$ cat src/rtl/peak_tracker_pkg.sv
// peak_tracker_pkg: shared state encoding, sizing constants and helpers
// for the peak tracker and its history ring.
package peak_tracker_pkg;

   typedef enum logic [1:0] {
      IDLE    = 2'd0,
      WRITE   = 2'd1,
      SCAN    = 2'd2,
      CONVERT = 2'd3
   } state_t;

   localparam int DEPTH_DEF  = 4;
   localparam int LOG2_DEPTH = $clog2(DEPTH_DEF);
   localparam int SUM_W      = 10 + LOG2_DEPTH;

   // consecutive outlier rejects that force a history flush
   localparam logic [1:0] REJECT_LIMIT = 2'd3;

   function automatic logic [9:0] abs_diff10(input logic [9:0] a, input logic [9:0] b);
      return (a > b) ? (a - b) : (b - a);
   endfunction

endpackage

$ cat src/rtl/peak_tracker_bin_history.sv
// bin_history: DEPTH x 10-bit register ring. One write port, a read of the
// entry about to be overwritten (at wptr) and an indexed read for scanning.
module bin_history #(
   parameter int DEPTH = 4,
   parameter int AW    = 2
) (
   input  logic          clk,
   input  logic          reset,
   input  logic          clr,
   input  logic          we,
   input  logic [AW-1:0] wptr,
   input  logic [9:0]    data,
   input  logic [AW-1:0] idx,
   output logic [9:0]    old_entry,
   output logic [9:0]    rd_entry
);

   logic [9:0] hist [DEPTH];

   // entry storage; reset and flush both empty the ring
   always_ff @(posedge clk) begin
      if (reset || clr) begin
         hist <= '{default: '0};
      end else if (we) begin
         hist[wptr] <= data;
      end
   end

   assign old_entry = hist[wptr];
   assign rd_entry  = hist[idx];

endmodule

$ cat src/rtl/peak_tracker.sv
// peak_tracker: captures detector peak bins into a history ring and reports
// a moving-average bin, its frequency in Hz and a lock flag.
// Optional build macro PEAK_TRACKER_OUTLIER_EN enables outlier rejection
// with a flush after REJECT_LIMIT consecutive rejects.
module peak_tracker
   import peak_tracker_pkg::*;
#(
   parameter int DEPTH     = DEPTH_DEF,
   parameter int TOL       = 2,
   parameter int BIN_HZ_Q4 = 750
) (
   input  logic        clk,
   input  logic        reset,
   input  logic        detectdone,
   input  logic [9:0]  maxbin,
   output logic        update,
   output logic [9:0]  avgbin,
   output logic [15:0] freq_hz,
   output logic        valid,
   output logic        locked,
   output logic        overrun
);

   localparam int             AW    = $clog2(DEPTH);
   localparam int             SW    = 10 + AW;
   localparam logic [AW:0]    FULL  = (AW+1)'(DEPTH);
   localparam logic [AW-1:0]  LAST  = AW'(DEPTH - 1);
   localparam logic [9:0]     TOL10 = 10'(TOL);

   state_t        state, state_next;
   logic [9:0]    sample;
   logic [AW-1:0] wptr, idx;
   logic [AW:0]   fill, fill_inc;
   logic [SW-1:0] sum;
   logic [9:0]    avg, old_entry, rd_entry;
   logic          spread_ok;
   logic          take, flush;

   assign avg = sum[SW-1:AW];

`ifdef PEAK_TRACKER_OUTLIER_EN
   localparam logic [9:0] OUT_LIM = 10'(4 * TOL);
   logic [1:0] rej_cnt;
   logic       rej_inc;
   logic       outlier;
   assign outlier = valid && (abs_diff10(maxbin, avgbin) > OUT_LIM);
`endif

   bin_history #(
      .DEPTH (DEPTH),
      .AW    (AW)
   ) u_hist (
      .clk       (clk),
      .reset     (reset),
      .clr       (flush),
      .we        (state == WRITE),
      .wptr      (wptr),
      .data      (sample),
      .idx       (idx),
      .old_entry (old_entry),
      .rd_entry  (rd_entry)
   );

   // state register
   always_ff @(posedge clk) begin
      if (reset) state <= IDLE;
      else       state <= state_next;
   end

   // next-state, sample acceptance and flush decision
   always_comb begin
      state_next = state;
      take       = 1'b0;
      flush      = 1'b0;
`ifdef PEAK_TRACKER_OUTLIER_EN
      rej_inc    = 1'b0;
`endif
      fill_inc   = (fill == FULL) ? FULL : fill + 1'b1;
      unique case (state)
         IDLE: begin
            if (detectdone) begin
`ifdef PEAK_TRACKER_OUTLIER_EN
               if (outlier) begin
                  // last allowed reject: flush and restart history with this sample
                  if (rej_cnt == REJECT_LIMIT - 2'd1) begin
                     flush      = 1'b1;
                     take       = 1'b1;
                     state_next = WRITE;
                  end else begin
                     rej_inc = 1'b1;
                  end
               end else begin
                  take       = 1'b1;
                  state_next = WRITE;
               end
`else
               take       = 1'b1;
               state_next = WRITE;
`endif
            end
         end
         WRITE:   state_next = (fill_inc == FULL) ? SCAN : CONVERT;
         SCAN:    if (idx == LAST) state_next = CONVERT;
         CONVERT: state_next = IDLE;
         default: state_next = IDLE;
      endcase
   end

   // datapath: history bookkeeping, spread scan and output refresh
   always_ff @(posedge clk) begin
      if (reset) begin
         sample    <= '0;
         wptr      <= '0;
         idx       <= '0;
         fill      <= '0;
         sum       <= '0;
         spread_ok <= 1'b0;
         update    <= 1'b0;
         avgbin    <= '0;
         freq_hz   <= '0;
         valid     <= 1'b0;
         locked    <= 1'b0;
         overrun   <= 1'b0;
      end else begin
         update <= 1'b0;
         if (detectdone && (state != IDLE)) overrun <= 1'b1;
         unique case (state)
            IDLE: begin
               if (take) sample <= maxbin;
               if (flush) begin
                  wptr   <= '0;
                  fill   <= '0;
                  sum    <= '0;
                  valid  <= 1'b0;
                  locked <= 1'b0;
               end
            end
            WRITE: begin
               sum       <= sum - {{AW{1'b0}}, old_entry} + {{AW{1'b0}}, sample};
               wptr      <= wptr + 1'b1;
               fill      <= fill_inc;
               idx       <= '0;
               spread_ok <= 1'b1;
            end
            SCAN: begin
               if (abs_diff10(rd_entry, avg) > TOL10) spread_ok <= 1'b0;
               idx <= idx + 1'b1;
            end
            CONVERT: begin
               avgbin  <= avg;
               freq_hz <= 16'(({10'd0, avg} * 20'(BIN_HZ_Q4)) >> 4);
               valid   <= (fill == FULL);
               locked  <= (fill == FULL) && spread_ok;
               update  <= 1'b1;
            end
            default: ;
         endcase
      end
   end

`ifdef PEAK_TRACKER_OUTLIER_EN
   // consecutive-reject counter; any accepted sample clears it
   always_ff @(posedge clk) begin
      if (reset)        rej_cnt <= '0;
      else if (take)    rej_cnt <= '0;
      else if (rej_inc) rej_cnt <= rej_cnt + 2'd1;
   end
`endif

endmodule

$ cat config.mk
export PLATFORM = sky130hd
export DESIGN_NAME = peak_tracker
export DESIGN_NICKNAME = d
export VERILOG_FILES = /design/src/rtl/peak_tracker_pkg.sv /design/src/rtl/peak_tracker_bin_history.sv /design/src/rtl/peak_tracker.sv
export SDC_FILE = /design/constraint.sdc
export NUM_CORES = 1
export LEC_CHECK = 0
export ABC_AREA = 1
export ABC_CLOCK_PERIOD_IN_PS = 5400
export CORE_MARGIN = 4
export CORE_UTILIZATION = 60
export CTS_CLUSTER_SIZE = 16
export DETAILED_ROUTE_END_ITERATION = 10
export PLACE_DENSITY = 0.8
export SYNTH_ARGS = -nofsm -noshare
export SYNTH_HDL_FRONTEND = slang
export SYNTH_HIERARCHICAL = 1
export SYNTH_SLANG_ARGS = --single-unit
$ cat constraint.sdc
create_clock -name clk -period 5.4 [get_ports clk]
set_clock_uncertainty 0.1 [all_clocks]
set_input_delay 0.54 -clock clk [delete_from_list [all_inputs] [get_ports clk]]
set_output_delay 0.54 -clock clk [all_outputs]
set_load 0.05 [all_outputs]
Yosys cells after proc, flatten, opt, wreduce, memory -nomap -nowiden
Index checks and enable logic that the tools add are counted.

storage, ports and cells
  bits in registers = 102
  latch bits = 0
  memory bits (writable) = 0
  memory bits (read-only) = 0
  memories kept = 0

cells by class
  add/sub/neg operators = 7
  multipliers = 1
  divide/modulo/power cells = 0
  $lt $le $gt $ge = 5
  eq/ne operators = 9
  shifts and indexed selects = 0
  mux-type cells = 21
  bitwise operators = 2
  reduce and logical (&&, ||, !) cells = 9

operator list
  kind                                                       count
  2-to-1 mux 10 bit                                          6
  binary-select mux 10 bit (select 2 bit)                    2
  bitwise mux 40 bit                                         1
  demux 10 bit (select 2 bit)                                1
  subtractor 10 bit                                          2
  multiplier 10 x 9 -> 19 bit (second input constant)        1
  adder 12 x 10 -> 12 bit                                    1
  subtractor 12 x 10 -> 12 bit                               1
  > comparator 10 bit                                        1
  > comparator 10 x 2 -> 1 bit (second input constant)       1
  case mux 2 bit (4 select lines)                            1
  equality test 2 bit (second input constant)                3
  equality test 3 bit (second input constant)                2
  greater-or-equal comparator 3 bit (second input constant)  2
  != test 2 bit (second input constant)                      3
  NOT 2 -> 3 bit                                             2
  AND reduction 2 bit                                        3
  2-to-1 mux 1 bit                                           5
  adder 2 x 1 -> 2 bit (second input constant)               2
  2-to-1 mux 2 bit                                           2
  case mux 2 bit (2 select lines)                            1
  nonzero test 2 bit                                         2
  adder 3 x 1 -> 3 bit (second input constant)               1
  logical AND 1 bit                                          3
  other kinds (5)                                            5

Logic depth before layout (Yosys ltp)
  depth after elaboration = 9
  depth in mapped cells = 20

By module
Netlist, hierarchy kept.

modules (own cells, without submodules)
  module        instances  cells each  area an instance (µm²)
  peak_tracker  1          868         6,277.3
  bin_history   1          374         2,234.6

Worst setup path before layout
No wires, ideal clock.

  kind = register to register
  from = register sum[7]
  to = register freq_hz[9]
  library setup time = 0.115 ns
  data arrival time = 3.746 ns
  data required time = 5.185 ns
  slack = 1.439 ns
  cell stages (with the launch flop) = 15
  buffers on the path = 0
  clock period less this slack = 3.961 ns
  cell sequence = dfxtp_1 > fa_1 > inv_1 > fa_1 > fa_1 > fa_1 > inv_1 > ha_1 > a21oi_1 > nand2_1 > a21oi_1 > o21ai_0 > xor2_1 > o21ai_0 > inv_1

between the ends
  word-level cells in the longest chain between the ends = 1

ends and longest elaborated chain
  what                         RTL line             text
  from (decl)                  peak_tracker.sv:34   logic [SW-1:0] sum;
  from (signal assigned)       peak_tracker.sv:139  sum <= sum - {{AW{1'b0}}, old_entry} + {{AW{1'b0}}, sample};
  multiplier 10 x 9 -> 19 bit  peak_tracker.sv:151  freq_hz <= 16'(({10'd0, avg} * 20'(BIN_HZ_Q4)) >> 4);
  to (signal assigned)         peak_tracker.sv:151
  to (decl)                    peak_tracker.sv:18   output logic [15:0] freq_hz,

No other way between the ends.
A chain may end at the register's enable or synchronous reset.

Final worst setup path
  from = register sum[8]
  to = register freq_hz[11]

The elaborated chain is that of the path after synthesis.

==> flow_metrics.tcl <==
set metrics [dict create \
    wl_per_cell_microns 14.8 \
    cts_resized 0 \
    worstPathRequired_ns 5.54 \
    timing.reg2reg.setup_slack_ns 1.02 \
    synth_edf_count 0 \
    drc_errors 0 \
    maxCapViolations 0 \
    cts_sinks 102 \
    yosys_register_bits 102 \
    synth_warnings 6 \
    wirelength_mm 21.3 \
    muxShareOfSynthArea 0 \
    htree_levels 3 \
    dp_hpwl_mm 16.1 \
    setup_viol 0 \
    final_cell_mix "nand2_1, inv_1, nor2_1" \
    syn_avg_cell_area_sq_um 6.85 \
    area_growth_pct 9.86 \
    root_buffer "clkbuf_16" \
    worst-path-max-fanout 9 \
    cts_hold_buf 0 \
    dieArea_sq_um 16200 \
    synth-seq-area-share 0.240 \
    start_util 0.613 \
    core_area_sq_um 13900 \
    antenna_found_initial 0 \
    io_pins 43 \
    grt_pass1_wl_mm 35.3 \
    fmax_mhz 228 \
    postRouteAntennaNets 0 \
    rsz0062_at_grt "false" \
    drive_above_1_share 0.0285 \
    crit_path_end_kind "flop" \
    via_per_inst 5.35 \
    yosys-top-cells-area "dfxtp_1, ha_1, fa_1, nand2_1, inv_1" \
    die_h_microns 127 \
    relSlewSlack 0.375 \
    yosys.area_share.simple 0.239 \
    first_global_vias 7200 \
    path_class "reg2reg" \
    status "completed" \
    io_buffers 42 \
    clkTransAtPathRegs_ns 0.07 \
    dp.cells 1430 \
    finalCritPeriodShare 0.812 \
    regArea_sq_um 2040 \
    syn_area_sq_um 8510 \
    startpoint_type "flop" \
    vias 7736 \
    fin_setup_tns_ns 0 \
    worst_pin_slew_ns 0.936 \
    yosysTopAreaCellShare 0.240 \
    clk-insertion-delay-late_ns 0.35 \
    cts_tree "done" \
    grt_start_max_net_pins 43 \
    synth_xor_area_frac 0.0175 \
    cp_data_arrival_time_ns 4.53 \
    synth_compound_area_frac 0.121 \
    layout_commonest_cell "nand2_1" \
    hold_viol 0 \
    syn_inst 1242 \
    fin_nets 1412 \
    synth_ff_type "dfxtp_1" \
    track_usage 0.270 \
    dr.pass1.iters 5 \
    cts_buffers 9 \
    antennaDiodeCount 0 \
    fillers 1190 \
    post_cts_buffers 0 \
    period_needed_ns 4.38 \
    die_w_microns 127 \
    yosysTopAreaCell "dfxtp_1" \
    synthAdderAreaFrac 0.247 \
    finalWeightedCongestion 0.913 \
    ys_types 35 \
    drtIter0Drc 646 \
    async_flop_share 0 \
    rows 43 \
    grt.overflow.total 0 \
    fin_cells 1445 \
    clockBufferDepth 2 \
    syn-num-nets 1393 \
    synth_top_family_by_area "adder cells" \
    multi_input_area_sq_um 5330 \
    hold_path_class "reg2reg" \
    maxSlewViolCount 0 \
]
## final cells by class
cell class / instances / share of cell area
inverters: 259 / 0.104
multi-input cells: 838 / 0.570
well taps: 180 / 0.0241
repair buffers: 51 / 0.0522
flip-flops and latches: 102 / 0.218
clock inverters: 4 / 0.00589
clock buffers: 11 / 0.0260
## cells in the mapped netlist, types with 2 or more instances
cell type / instances
inv_1: 254
fa_1: 50
nor2_1: 135
inv_2: 4
buf_2: 12
clkbuf_1: 31
nand4_1: 18
o211ai_1: 22
o21ai_0: 64
xnor2_1: 5
a21o_1: 4
a211oi_1: 2
nand2_2: 2
xor2_1: 12
nand2_1: 256
dfxtp_1: 102
nand3b_1: 2
a21oi_1: 83
nor3_1: 2
nand3_1: 78
ha_1: 88
o21bai_1: 3
## critical path, cell delays in order, from the launching register on
cell	delay (ns)
dfxtp_1	0.59
fa_1	0.50
inv_1	0.09
fa_1	0.43
fa_1	0.48
fa_1	0.56
inv_1	0.06
ha_1	0.36
a21oi_1	0.15
nand2_1	0.09
a21oi_1	0.35
o21bai_1	0.15
xor2_1	0.16
o21ai_0	0.16
inv_1	0.05
## sequential cells by signal, summed over array words and instances (netlist names)
| name | cells |
|---|---|
| u_hist/hist | 40 |
| sample | 10 |
| idx | 2 |
| wptr | 2 |
| spread_ok | 1 |
| state | 2 |
| overrun | 1 |
| fill | 3 |
| locked | 1 |
| avgbin | 10 |
| valid | 1 |
| update | 1 |
| freq_hz | 16 |
| sum | 12 |
## worst paths after layout
| path | start | end | cells past startpoint |
|---|---|---|---|
| max reg2reg | sum[8]$_SDFFE_PP0P_ | freq_hz[11]$_SDFFE_PP0P_ | 14 |
| min | valid$_SDFFE_PP0P_ | valid$_SDFFE_PP0P_ | 2 |
| min reg2reg | valid$_SDFFE_PP0P_ | valid$_SDFFE_PP0P_ | 2 |
| max | sum[8]$_SDFFE_PP0P_ | freq_hz[11]$_SDFFE_PP0P_ | 14 |
## logic make-up after synthesis
family / after synthesis
AOI/OAI and AO/OA: 186
xor gates and xnor gates: 17
adders and majority gates: 138
buffers and inverters: 302
DFF: 102
other: 1
and+or+nand+nor: 496
## through the flow
stage	hold slack, ns	instance area [sq um]	utilization	setup WS [ns]
finish	0.371	9350	0.674	1.02
floorplan	0.335	8510	-	1.44
CTS	0.369	9350	0.674	1.03
global placement	0.357	9050	0.652	1.15
detailed placement	0.357	9050	0.652	1.08
global route	0.390	9350	0.674	0.686
## per-layer routing
metal,GRT usage,vias to the layer above,part of all wire
met3,0.0322,36,0.052
li1,-,3898,-
met5,0,-,0
met2,0.426,235,0.45
met1,0.386,3567,0.47
met4,0.0890,0,0.023
Power is left out: the tool's default activity adds up to more than one toggle a clock period on the data nets, which glitch-free logic cannot reach.
